### src/rtl/core_pkg.sv
// core_pkg: shared core data width, byte-lane geometry and memory-access
// encodings, plus the alignment/legality helpers used by the load/store unit.
package core_pkg;

    localparam int Xlen = 32;
    localparam int Nb   = Xlen / 8;
    localparam int Ob   = $clog2(Nb);

    typedef enum logic [1:0] {
        SzByte   = 2'd0,
        SzHalf   = 2'd1,
        SzWord   = 2'd2,
        SzDouble = 2'd3
    } mem_size_e;

    // Byte-lane mask of an access of the given size, anchored at lane 0.
    function automatic logic [Nb-1:0] size_mask(input mem_size_e size);
        logic [Nb-1:0] mask;
        mask = '0;
        for (int i = 0; i < Nb; i++) begin
            mask[i] = (i < (32'sd1 << size));
        end
        return mask;
    endfunction

    // An access is misaligned when its low address bits are not a multiple of its size.
    function automatic logic is_misaligned(input mem_size_e size, input logic [2:0] low_addr);
        logic mis;
        case (size)
            SzByte:   mis = 1'b0;
            SzHalf:   mis = low_addr[0];
            SzWord:   mis = |low_addr[1:0];
            SzDouble: mis = |low_addr[2:0];
            default:  mis = 1'b0;
        endcase
        return mis;
    endfunction

    // Size/signedness combinations the core cannot execute.
    function automatic logic is_illegal(input mem_size_e size, input logic is_unsigned,
                                        input logic is_store);
        logic ill;
        ill = 1'b0;
        if (is_store && is_unsigned) begin
            ill = 1'b1;
        end
        if ((size == SzDouble) && ((Xlen == 32'sd32) || is_unsigned)) begin
            ill = 1'b1;
        end
        if ((size == SzWord) && is_unsigned && (Xlen == 32'sd32)) begin
            ill = 1'b1;
        end
        return ill;
    endfunction

endpackage

### src/rtl/lsu_align.sv
// lsu_align: combinational lane steering. Store side builds the byte-lane mask
// and replicated write data; load side shifts the returned word down to the
// accessed bytes and sign/zero-extends them.
module lsu_align
    import core_pkg::*;
(
    input  mem_size_e         st_size_i,
    input  logic [Ob-1:0]     st_offset_i,
    input  logic [Xlen-1:0]   st_wdata_i,
    output logic [Nb-1:0]     st_wmask_o,
    output logic [Xlen-1:0]   st_wdata_o,
    input  mem_size_e         ld_size_i,
    input  logic              ld_unsigned_i,
    input  logic [Ob-1:0]     ld_offset_i,
    input  logic [Xlen-1:0]   ld_rdata_i,
    output logic [Xlen-1:0]   ld_rdata_o
);

    logic [Xlen-1:0] shifted_s;
    logic [6:0]      width_s;
    logic            sign_s;

    assign st_wmask_o = size_mask(st_size_i) << st_offset_i;
    assign shifted_s  = ld_rdata_i >> {ld_offset_i, 3'b000};

    // Replicate store data so every aligned offset finds its bytes on its own lanes.
    always_comb begin
        st_wdata_o = st_wdata_i;
        case (st_size_i)
            SzByte:   st_wdata_o = {Nb{st_wdata_i[7:0]}};
            SzHalf:   st_wdata_o = {(Nb / 2){st_wdata_i[15:0]}};
            SzWord:   st_wdata_o = {(Nb / 4){st_wdata_i[31:0]}};
            SzDouble: st_wdata_o = st_wdata_i;
            default:  st_wdata_o = st_wdata_i;
        endcase
    end

    // Pick the loaded field width and its sign bit.
    always_comb begin
        width_s = 7'd64;
        sign_s  = shifted_s[Xlen-1];
        case (ld_size_i)
            SzByte: begin
                width_s = 7'd8;
                sign_s  = shifted_s[7];
            end
            SzHalf: begin
                width_s = 7'd16;
                sign_s  = shifted_s[15];
            end
            SzWord: begin
                width_s = 7'd32;
                sign_s  = shifted_s[31];
            end
            SzDouble: begin
                width_s = 7'd64;
                sign_s  = shifted_s[Xlen-1];
            end
            default: begin
                width_s = 7'd64;
                sign_s  = shifted_s[Xlen-1];
            end
        endcase
    end

    // Keep the field bits and fill the rest with the sign or with zero.
    always_comb begin
        ld_rdata_o = '0;
        for (int i = 0; i < Xlen; i++) begin
            if (i < int'(width_s)) begin
                ld_rdata_o[i] = shifted_s[i];
            end else begin
                ld_rdata_o[i] = sign_s & ~ld_unsigned_i;
            end
        end
    end

endmodule

### src/rtl/load_store_unit.sv
// load_store_unit: executes one load or store at a time against a valid/ready
// data-memory port and stalls the core (busy_o) until completion. Alignment and
// legality faults complete immediately without touching memory.
module load_store_unit
    import core_pkg::*;
(
    input  logic              clk_i,
    input  logic              rst_ni,
    input  logic              valid_i,
    input  logic              mem_read_i,
    input  logic              mem_write_i,
    input  logic [2:0]        funct3_i,
    input  logic [Xlen-1:0]   addr_i,
    input  logic [Xlen-1:0]   wdata_i,
    output logic              busy_o,
    output logic              done_o,
    output logic [Xlen-1:0]   rdata_o,
    output logic              misaligned_o,
    output logic              illegal_o,
    output logic              dmem_valid_o,
    input  logic              dmem_ready_i,
    output logic              dmem_we_o,
    output logic [Xlen-1:0]   dmem_addr_o,
    output logic [Nb-1:0]     dmem_wmask_o,
    output logic [Xlen-1:0]   dmem_wdata_o,
    input  logic              dmem_rvalid_i,
    input  logic [Xlen-1:0]   dmem_rdata_i
);

    typedef enum logic [1:0] {
        Idle = 2'd0,
        Req  = 2'd1,
        Wait = 2'd2,
        Resp = 2'd3
    } lsu_state_e;

    lsu_state_e      state_r;
    mem_size_e       size_r;
    logic            unsigned_r;
    logic [Ob-1:0]   offset_r;
    logic            we_r;
    logic            busy_r;
    logic            done_r;
    logic [Xlen-1:0] rdata_r;
    logic            misaligned_r;
    logic            illegal_r;
    logic            dmem_valid_r;
    logic            dmem_we_r;
    logic [Xlen-1:0] dmem_addr_r;
    logic [Nb-1:0]   dmem_wmask_r;
    logic [Xlen-1:0] dmem_wdata_r;

    mem_size_e       size_s;
    logic            unsigned_s;
    logic            is_store_s;
    logic            accept_s;
    logic            illegal_s;
    logic            misaligned_s;
    logic            fault_s;
    logic [Nb-1:0]   st_wmask_s;
    logic [Xlen-1:0] st_wdata_s;
    logic [Xlen-1:0] ld_rdata_s;

    lsu_align u_align (
        .st_size_i     (size_s),
        .st_offset_i   (addr_i[Ob-1:0]),
        .st_wdata_i    (wdata_i),
        .st_wmask_o    (st_wmask_s),
        .st_wdata_o    (st_wdata_s),
        .ld_size_i     (size_r),
        .ld_unsigned_i (unsigned_r),
        .ld_offset_i   (offset_r),
        .ld_rdata_i    (dmem_rdata_i),
        .ld_rdata_o    (ld_rdata_s)
    );

    // Decode the presented operation and its fault status ahead of acceptance.
    always_comb begin
        size_s       = mem_size_e'(funct3_i[1:0]);
        unsigned_s   = funct3_i[2];
        is_store_s   = mem_write_i;
        accept_s     = valid_i & (mem_read_i | mem_write_i) & ~done_r;
        illegal_s    = is_illegal(size_s, unsigned_s, is_store_s);
        misaligned_s = is_misaligned(size_s, addr_i[2:0]);
        fault_s      = illegal_s | misaligned_s;
    end

    // Access sequencer: accept, request, await load data, pulse completion.
    always_ff @(posedge clk_i or negedge rst_ni) begin
        if (!rst_ni) begin
            state_r      <= Idle;
            size_r       <= SzByte;
            unsigned_r   <= 1'b0;
            offset_r     <= '0;
            we_r         <= 1'b0;
            busy_r       <= 1'b0;
            done_r       <= 1'b0;
            rdata_r      <= '0;
            misaligned_r <= 1'b0;
            illegal_r    <= 1'b0;
            dmem_valid_r <= 1'b0;
            dmem_we_r    <= 1'b0;
            dmem_addr_r  <= '0;
            dmem_wmask_r <= '0;
            dmem_wdata_r <= '0;
        end else begin
            done_r       <= 1'b0;
            misaligned_r <= 1'b0;
            illegal_r    <= 1'b0;
            case (state_r)
                Idle: begin
                    if (accept_s) begin
                        busy_r     <= 1'b1;
                        we_r       <= is_store_s;
                        size_r     <= size_s;
                        unsigned_r <= unsigned_s;
                        offset_r   <= addr_i[Ob-1:0];
                        if (fault_s) begin
                            // Faults finish at once; illegal takes precedence over misaligned.
                            state_r      <= Resp;
                            done_r       <= 1'b1;
                            illegal_r    <= illegal_s;
                            misaligned_r <= misaligned_s & ~illegal_s;
                            rdata_r      <= '0;
                        end else begin
                            state_r      <= Req;
                            dmem_valid_r <= 1'b1;
                            dmem_we_r    <= is_store_s;
                            dmem_addr_r  <= {addr_i[Xlen-1:Ob], {Ob{1'b0}}};
                            dmem_wmask_r <= is_store_s ? st_wmask_s : {Nb{1'b0}};
                            dmem_wdata_r <= is_store_s ? st_wdata_s : {Xlen{1'b0}};
                        end
                    end else begin
                        state_r <= Idle;
                    end
                end
                Req: begin
                    if (dmem_ready_i) begin
                        dmem_valid_r <= 1'b0;
                        if (we_r) begin
                            state_r <= Resp;
                            done_r  <= 1'b1;
                            rdata_r <= '0;
                        end else begin
                            state_r <= Wait;
                        end
                    end else begin
                        state_r <= Req;
                    end
                end
                Wait: begin
                    if (dmem_rvalid_i) begin
                        state_r <= Resp;
                        done_r  <= 1'b1;
                        rdata_r <= ld_rdata_s;
                    end else begin
                        state_r <= Wait;
                    end
                end
                Resp: begin
                    state_r <= Idle;
                    busy_r  <= 1'b0;
                end
                default: begin
                    state_r      <= Idle;
                    busy_r       <= 1'b0;
                    dmem_valid_r <= 1'b0;
                end
            endcase
        end
    end

    assign busy_o       = busy_r;
    assign done_o       = done_r;
    assign rdata_o      = rdata_r;
    assign misaligned_o = misaligned_r;
    assign illegal_o    = illegal_r;
    assign dmem_valid_o = dmem_valid_r;
    assign dmem_we_o    = dmem_we_r;
    assign dmem_addr_o  = dmem_addr_r;
    assign dmem_wmask_o = dmem_wmask_r;
    assign dmem_wdata_o = dmem_wdata_r;

endmodule

### config.mk
export PLATFORM = sky130hd
export DESIGN_NAME = load_store_unit
export DESIGN_NICKNAME = d
export VERILOG_FILES = /design/src/rtl/core_pkg.sv /design/src/rtl/lsu_align.sv /design/src/rtl/load_store_unit.sv
export SDC_FILE = /design/constraint.sdc
export NUM_CORES = 1
export LEC_CHECK = 0
export CAP_MARGIN = 20
export CORE_MARGIN = 3
export CORE_UTILIZATION = 45
export DETAILED_ROUTE_END_ITERATION = 7
export GPL_ROUTABILITY_DRIVEN = 0
export PLACE_DENSITY_LB_ADDON = 0.25
export SKIP_LAST_GASP = 1
export SYNTH_ARGS = -nofsm -noshare
export SYNTH_HDL_FRONTEND = slang
export SYNTH_SLANG_ARGS = --single-unit
### constraint.sdc
create_clock -name clk_i -period 2.24 [get_ports clk_i]
set_input_delay 0.672 -clock clk_i [delete_from_list [all_inputs] [get_ports clk_i]]
set_output_delay 0.672 -clock clk_i [all_outputs]
set_load 0.03 [all_outputs]
==> impl_table.tex, run 1 <==
\begin{tabular}{lr}
\hline
Metric & Value \\
\hline
\multicolumn{2}{l}{\textbf{Outcome}} \\
\quad Status & finished clean \\
\multicolumn{2}{l}{\textbf{Die}} \\
\quad Count of standard-cell rows & 40 \\
\quad DIE AREA & around 14,000 µm² \\
\quad Height of the die & $\sim$120 µm \\
\quad Core area & around 12,000 µm² \\
\quad Total I/O pin count & approximately 210 \\
\quad Die extent in x & roughly 120 µm \\
\quad Initial standard-cell utilization of the core & between 40\% and 50\% \\
\multicolumn{2}{l}{\textbf{Synth}} \\
\quad Post-synthesis async set-or-reset flop share & between 90\% and 100\% \\
\quad Post-synth EDFFs & 0 \\
\quad Average instance area after synthesis & between 10 and 15 µm² \\
\quad Post-synthesis instance total & approximately 500 \\
\quad Fraction of synthesized cell area taken by the top area cell type & roughly 49\% \\
\quad Area of the mapped netlist & roughly 5700 µm² \\
\quad Top cells by area in the synthesized netlist & sky130\_fd\_sc\_hd\_\_dfrtp\_1 49\%, sky130\_fd\_sc\_hd\_\_mux2\_2 8.7\%, sky130\_fd\_sc\_hd\_\_mux2i\_1 8.6\%, sky130\_fd\_sc\_hd\_\_mux2\_4 5.8\%, sky130\_fd\_sc\_hd\_\_nand2\_1 5.0\% \\
\quad Most common cell in the synthesized netlist & sky130\_fd\_sc\_hd\_\_dfrtp\_1 \\
\quad Top cell type by total area after synthesis & sky130\_fd\_sc\_hd\_\_dfrtp\_1 \\
\quad Unique masters post-synth & 47 \\
\quad Flop and latch count out of synthesis & between 100 and 150 \\
\quad Share of synthesized area occupied by flip-flops and latches & around 50\% \\
\quad Primary FF master, synth & sky130\_fd\_sc\_hd\_\_dfrtp\_1 \\
\quad Leading post-synthesis cells by instance count & 112 x sky130\_fd\_sc\_hd\_\_dfrtp\_1, 75 x sky130\_fd\_sc\_hd\_\_nand2\_1, 49 x sky130\_fd\_sc\_hd\_\_mux2i\_1, 44 x sky130\_fd\_sc\_hd\_\_mux2\_2, 24 x sky130\_fd\_sc\_hd\_\_o31ai\_1 \\
\quad Synth warnings & 0 \\
\multicolumn{2}{l}{\textbf{Route}} \\
\quad First DRT Iteration DRCs & 342 \\
\quad Number of vias per cell & 5.304 \\
\quad Post-detailed-route wirelength per cell & 18.41 µm \\
\quad 1st-pass router iterations & 5 \\
\quad Total wire length after detailed routing & around 16,000 µm \\
\quad Number of nets with antenna violations after detailed routing & 0 \\
\quad Total number of vias & approximately 4,700 \\
\quad Final routed DRC violation total & 0 \\
\multicolumn{2}{l}{\textbf{Power and ir drop}} \\
\quad Portion of total power attributed to combinational logic & a little under three fifths \\
\quad Proportion of power drawn by the clock network & 14.1\% \\
\quad Internal Power & between 6 and 7 mW \\
\quad Power per standard cell area & 1363 nW/µm² \\
\quad Maximum vdd ir drop & about 780 µV \\
\quad Overall power of the completed layout & between 10 and 15 mW \\
\quad Leakage & about 3.8 nW \\
\quad Sw frac & $\sim$40\% \\
\quad Seq pwr share & 30.3\% \\
\quad Net switching power & about 4.7 mW \\
\multicolumn{2}{l}{\textbf{Placed design}} \\
\quad Placed Instance Area & slightly above 8000 µm² \\
\quad Half-perimeter wire length of the detailed placement result & about 12,000 µm \\
\quad Number of buffers added on ports & roughly 210 \\
\multicolumn{2}{l}{\textbf{CTS}} \\
\quad CTS clock-pin slew for the worst setup and hold paths & around 0.070 ns \\
\quad CTS root buffer & sky130\_fd\_sc\_hd\_\_clkbuf\_16 \\
\quad TritonCTS buffer count & 9 \\
\quad Buffer levels on the longest clock path & 2 \\
\quad Clock insertion delay at the later pin of the skew report & 0.35 ns \\
\quad H-tree levels & 3 \\
\quad CTS Hold Buffers Added & 0 \\
\quad TritonCTS clock tree & yes \\
\quad CTS sink cnt & 112 \\
\multicolumn{2}{l}{\textbf{Worst hold path}} \\
\quad Type of the tightest min-delay check & in2async \\
\multicolumn{2}{l}{\textbf{STA}} \\
\quad Period Utilization, post-route & between 90\% and 100\% \\
\quad Worst Clk Skew & 0.007648 ns \\
\quad Total count of hold-check failures in the final report & 0 \\
\quad Worst relative slew slack & approximately 54\% \\
\quad FMAX & $\sim$0.46 GHz \\
\quad Worst hold slack & about 0.32 ns \\
\quad RSZ-0062 raised after global routing & no \\
\quad Count of endpoints failing setup in the final report & 0 \\
\quad Final critical delay including setup and external delays & around 2.2 ns \\
\quad Worst Tran Pin Value & about 0.7 ns \\
\quad Max-slew violation count & 0 \\
\multicolumn{2}{l}{\textbf{Finish}} \\
\quad FF/Latch Area & between 2000 and 3000 µm² \\
\quad Area of combinational cells with multiple inputs & $\sim$2600 µm² \\
\quad Nets & between 800 and 900 \\
\quad Synth-to-Final Area Change & 48.92\% \\
\quad Filler Cells Inserted & 904 \\
\quad Share of cells above drive strength 1 & 18.56\% \\
\quad Area of all placed cells without fillers & roughly 8400 µm² \\
\multicolumn{2}{l}{\textbf{Setup path}} \\
\quad Crit path required time & roughly 2.5 ns \\
\quad Crit Path Class & in2reg \\
\quad Endpoint kind of the worst setup timing path & flop \\
\quad Critical path's largest stage delay & $\sim$0.48 ns \\
\quad Worst path cell trace & clkdlybuf4s50\_1, mux4\_2, nor2b\_1, o21a\_2, a21boi\_0, mux2\_4 \\
\quad Worst setup SP type & input port \\
\quad Critical-path top delay cell & sky130\_fd\_sc\_hd\_\_mux4\_2 \\
\quad Worst EP arrival & approximately 2.4 ns \\
\quad Biggest fanout along the worst timing path & 8 \\
\multicolumn{2}{l}{\textbf{Run}} \\
\quad Reported max-cap violation count & 0 \\
\multicolumn{2}{l}{\textbf{Global routing}} \\
\quad Wire length of the first global-routing pass & around 26,000 µm \\
\quad Global Route Usage Sum & a little under a quarter \\
\quad Number of antenna violations at the first check in global routing & 1 \\
\quad Pin count of the biggest net entering global routing & roughly 70 \\
\quad Global-route congestion overflow total & 0 \\
\quad Number of global-route vias before repair & between 4,000 and 5,000 \\
\hline
\end{tabular}
## power by group through the flow
stage               combinational (mW)  sequential, mW  clock [mW]
floorplan                         2.17            5.07           0
global placement                  6.27            3.47           0
detailed placement                6.38            3.51           0
CTS                               6.41            3.49        1.66
global route                      6.78            3.60        1.73
finish                            6.40            3.48        1.63
## path summary, 6_finish.rpt
kind	cells after the start	end	start	slack, ns
setup / recovery	6	rdata_o[12]$_DFFE_PN0P_	dmem_rdata_i[23]	0.06
hold / removal	1	rdata_o[19]$_DFFE_PN0P_	rst_ni	0.32
setup reg to reg	8	rdata_o[30]$_DFFE_PN0P_	state_r[0]$_DFF_PN0_	0.23
hold reg to reg	2	dmem_wdata_o[12]$_DFFE_PN0P_	dmem_wdata_o[12]$_DFFE_PN0P_	0.48
max in group asynchronous	2	dmem_wdata_o[31]$_DFFE_PN0P_	rst_ni	1.26
min in group clk_i	2	dmem_wdata_o[12]$_DFFE_PN0P_	dmem_wdata_o[12]$_DFFE_PN0P_	0.48
## area by class of cell
class | count | share of cell area (%)
well taps | 168 | 2.489
diodes | 1 | 0.02963
inverters | 11 | 0.4890
clock inverters | 3 | 0.5038
clock buffers | 11 | 2.993
flip-flops and latches | 112 | 33.19
multi-input cells | 338 | 31.20
repair buffers | 247 | 29.10
## sequential cells by signal (all words and copies together) (netlist names)
signal and count:
dmem_wdata_o 32, dmem_we_o 1, misaligned_o 1, offset_r 2, rdata_o 32, dmem_addr_o 30
we_r 1, done_o 1, state_r 2, illegal_o 1, size_r 2, dmem_valid_o 1
busy_o 1, unsigned_r 1, dmem_wmask_o 4
## kinds of logic (layout without fill, tap and decap cells)
family	after synthesis	in the layout	share of synthesized area [%]
compound gates	102	102	12.40
simple gates	112	112	8.473
buf+inv	48	272	4.523
fa+ha+maj	5	5	1.103
flops	112	112	49.43
other cells	1	3	0.06613
mux	117	117	24.01
## cell usage in the layout (no fill, tap or decap), types with 10 or more instances in the layout
cell type	n
sky130_fd_sc_hd__o21ai_0	23
sky130_fd_sc_hd__mux2_4	22
sky130_fd_sc_hd__clkdlybuf4s50_1	205
sky130_fd_sc_hd__dfrtp_1	112
sky130_fd_sc_hd__mux2_2	44
sky130_fd_sc_hd__inv_1	10
sky130_fd_sc_hd__a21oi_1	20
sky130_fd_sc_hd__nand2_1	75
sky130_fd_sc_hd__o31ai_1	24
sky130_fd_sc_hd__mux2i_1	49
sky130_fd_sc_hd__nor2_1	20
sky130_fd_sc_hd__buf_4	33
## metrics by stage
stage          utilization [%]  setup slack (ns)  setup TNS, ns  cells
2_1_floorplan                -           0.08963              0    498
3_3_place_gp             66.71           -0.3215         -23.75    874
3_5_place_dp             66.71           -0.3949         -28.42    874
4_1_cts                  69.15         -0.006340       -0.02453    888
5_1_grt                  69.43          0.004378              0    891
6_report                 69.43           0.06037              0    891
## critical path: cells and delay by family
family                 cells  cell delay [ns]
buffers and inverters      1             0.45
AO/OA/AOI/OAI              2             0.38
AND/OR/NAND/NOR            1             0.15
multiplexers               2             0.76
## per-layer routing
layer	track usage (%)	wire length [µm]	vias up
li1	-	-	2194
met1	27.53	6312	2289
met2	38.37	7959	225
met3	10.33	1854	18
met4	7.033	280	0
met5	0	0	-
## repair_timing
action / 4_1_cts / 5_1_grt
endpoints found under the setup margin: 7 / 46
pin swaps: 0 / 1
setup buffers: 0 / 2
resized for setup: 1 / 5
(Power assumes the default switching activity.)
==> run 2, diff against run 1 <==
CAP_MARGIN = not set   (was 20)
CORE_MARGIN = not set   (was 3)
CTS_CLUSTER_DIAMETER = 150   (was not set)
==> run 2 against run 1 <==
Final area grew 0.31%. First-iteration DRC count shrank 31%. Wire length shrank 2.5%. Critical path depth is the same. Largest cell class unchanged. Critical path type unchanged. Highest routed layer unchanged.
==> impl_table.tex, run 2 (synthesis results as in run 1) <==
\begin{tabular}{lr}
\hline
Metric & Value \\
\hline
\multicolumn{2}{l}{\textbf{Finish}} \\
\quad FF/Latch Area & 2803 µm² \\
\quad Commonest non-fill, non-tap cell in the layout & sky130\_fd\_sc\_hd\_\_clkdlybuf4s50\_1 \\
\quad Nets & a little over 800 \\
\quad Most frequent cells in the layout & 205 x sky130\_fd\_sc\_hd\_\_clkdlybuf4s50\_1, 112 x sky130\_fd\_sc\_hd\_\_dfrtp\_1, 75 x sky130\_fd\_sc\_hd\_\_nand2\_1 \\
\quad Share of cells above drive strength 1 & approximately a fifth \\
\quad Area of combinational cells with multiple inputs & 2628 µm² \\
\quad Synth-to-Final Area Change & 49.38\% \\
\quad Filler Cells Inserted & just over 900 \\
\multicolumn{2}{l}{\textbf{Die}} \\
\quad Initial standard-cell utilization of the core & a little under half \\
\quad Die extent in x & about 110 µm \\
\quad Core area & 12,160 µm² \\
\quad Count of standard-cell rows & 40 \\
\quad Height of the die & between 100 and 150 µm \\
\quad Total I/O pin count & around 210 \\
\quad DIE AREA & 13,050 µm² \\
\multicolumn{2}{l}{\textbf{STA}} \\
\quad Worst Tran Pin Value & approximately 0.63 ns \\
\quad Worst relative slew slack & approximately 58\% \\
\quad Period Utilization, post-route & a little over nine tenths \\
\quad Count of endpoints failing setup in the final report & 0 \\
\quad Setup TNS & 0 ns \\
\quad Worst Clk Skew & between 0.006 and 0.007 ns \\
\quad FMAX & $\sim$0.45 GHz \\
\quad RSZ-0062 raised after global routing & yes \\
\quad Total count of hold-check failures in the final report & 0 \\
\quad Max-slew violation count & 0 \\
\quad Final critical delay including setup and external delays & about 2.2 ns \\
\quad Worst hold slack & 0.2935 ns \\
\multicolumn{2}{l}{\textbf{Power and ir drop}} \\
\quad Maximum vdd ir drop & 934.1 µV \\
\quad Leakage & about 3.8 nW \\
\quad Power per standard cell area & around 1400 nW/µm² \\
\multicolumn{2}{l}{\textbf{Global routing}} \\
\quad Wire length of the first global-routing pass & about 25,000 µm \\
\quad Number of antenna violations at the first check in global routing & 1 \\
\quad Pin count of the biggest net entering global routing & 62 \\
\quad Number of global-route vias before repair & between 4,000 and 5,000 \\
\quad Global Route Usage Sum & between 20\% and 30\% \\
\quad Global-route congestion overflow total & 0 \\
\multicolumn{2}{l}{\textbf{Worst hold path}} \\
\quad Type of the tightest min-delay check & in2async \\
\multicolumn{2}{l}{\textbf{Setup path}} \\
\quad Critical-path top delay cell & sky130\_fd\_sc\_hd\_\_mux4\_2 \\
\quad Worst setup SP type & input port \\
\quad Worst path cell trace & clkdlybuf4s50\_1, mux4\_2, nor2b\_1, o21a\_2, a21boi\_0, mux2\_4 \\
\quad Endpoint kind of the worst setup timing path & flop \\
\quad Crit Path Class & in2reg \\
\quad Biggest fanout along the worst timing path & 8 \\
\quad Critical path's largest stage delay & 0.49 ns \\
\quad Crit path required time & 2.48 ns \\
\quad Worst EP arrival & around 2.5 ns \\
\multicolumn{2}{l}{\textbf{CTS}} \\
\quad CTS clock-pin slew for the worst setup and hold paths & roughly 0.07 ns \\
\quad Clock insertion delay at the later pin of the skew report & around 0.35 ns \\
\quad CTS sink cnt & around 110 \\
\quad Post-CTS Repair Setup Buffers & 0 \\
\quad PostCTS Resize Cnt & 1 \\
\quad TritonCTS clock tree & yes \\
\quad H-tree levels & 3 \\
\quad CTS Hold Buffers Added & 0 \\
\quad Buffer levels on the longest clock path & 2 \\
\quad TritonCTS buffer count & 9 \\
\quad CTS root buffer & sky130\_fd\_sc\_hd\_\_clkbuf\_16 \\
\multicolumn{2}{l}{\textbf{Route}} \\
\quad Total wire length after detailed routing & between 15,000 and 20,000 µm \\
\quad Number of vias per cell & about 5.2 \\
\quad 1st-pass router iterations & 5 \\
\quad Final routed DRC violation total & 0 \\
\quad Number of nets with antenna violations after detailed routing & 0 \\
\quad Post-detailed-route wirelength per cell & 17.91 µm \\
\quad Total number of vias & roughly 4,700 \\
\quad First DRT Iteration DRCs & between 200 and 250 \\
\multicolumn{2}{l}{\textbf{Run}} \\
\quad Reported max-cap violation count & 0 \\
\multicolumn{2}{l}{\textbf{Outcome}} \\
\quad Status & finished clean \\
\multicolumn{2}{l}{\textbf{Placed design}} \\
\quad Half-perimeter wire length of the detailed placement result & 12,120 µm \\
\quad Number of buffers added on ports & 209 \\
\hline
\end{tabular}
-- run 2: worst paths after layout --
path                       slack [ns]  cells after the start                    startpoint                      endpoint
hold reg to reg                  0.48                      2  dmem_wdata_o[13]$_DFFE_PN0P_  dmem_wdata_o[13]$_DFFE_PN0P_
setup / recovery                 0.03                      6              dmem_rdata_i[15]       rdata_o[12]$_DFFE_PN0P_
min in group clk_i               0.48                      2  dmem_wdata_o[13]$_DFFE_PN0P_  dmem_wdata_o[13]$_DFFE_PN0P_
max in group asynchronous        1.30                      2                        rst_ni   dmem_addr_o[30]$_DFFE_PN0P_
setup reg to reg                 0.27                      7          state_r[0]$_DFF_PN0_       rdata_o[19]$_DFFE_PN0P_
hold / removal                   0.29                      1                        rst_ni    dmem_addr_o[8]$_DFFE_PN0P_
-- run 2: final cells by class --
type	instances	area share [%]
clock inverter	5	0.7533
tap	168	2.482
inverter	11	0.4874
timing repair buffer	247	29.16
clock buffer	11	2.984
antenna	1	0.02954
sequential	112	33.09
multi-input combinational	338	31.02
-- run 2: power breakdown --
group	switching (mW)	internal (mW)
registers	0.563	2.92
clock network	0.758	0.937
logic	3.42	2.92
total	4.74	6.77
-- run 2: routing by layer --
| layer | vias to the layer above | GRT usage [%] | wire length [µm] |
|---|---|---|---|
| met5 | - | 0 | 0 |
| met4 | 0 | 8.485 | 232 |
| met3 | 19 | 9.741 | 1576 |
| met2 | 198 | 42.38 | 7872 |
| met1 | 2257 | 30.02 | 6314 |
| li1 | 2185 | - | - |
-- run 2: per-stage QoR --
step           total power [mW]  utilization, %  setup slack, ns  area (µm²)  instances
2_1_floorplan             7.240               -          0.08963        5674        498
3_3_place_gp              9.718           66.93          -0.3129        8140        876
3_5_place_dp              9.861           66.93          -0.3844        8140        876
4_1_cts                   11.60           69.56         0.007621        8459        892
5_1_grt                   12.12           69.65        -0.006431        8471        893
6_report                  11.51           69.65          0.03088        8471        893
-- run 2: critical path: cells and delay by family --
| kind | cells | cell delay [ns] |
|---|---|---|
| muxes | 2 | 0.77 |
| buffers and inverters | 1 | 0.47 |
| AOI/OAI and AO/OA | 2 | 0.39 |
| and+or+nand+nor | 1 | 0.15 |
==> run 3, diff against run 2 <==
CAP_MARGIN = 20   (was not set)
==> results of run 3 <==
No change in the layout: final DEF, timing and power equal those of run 2.
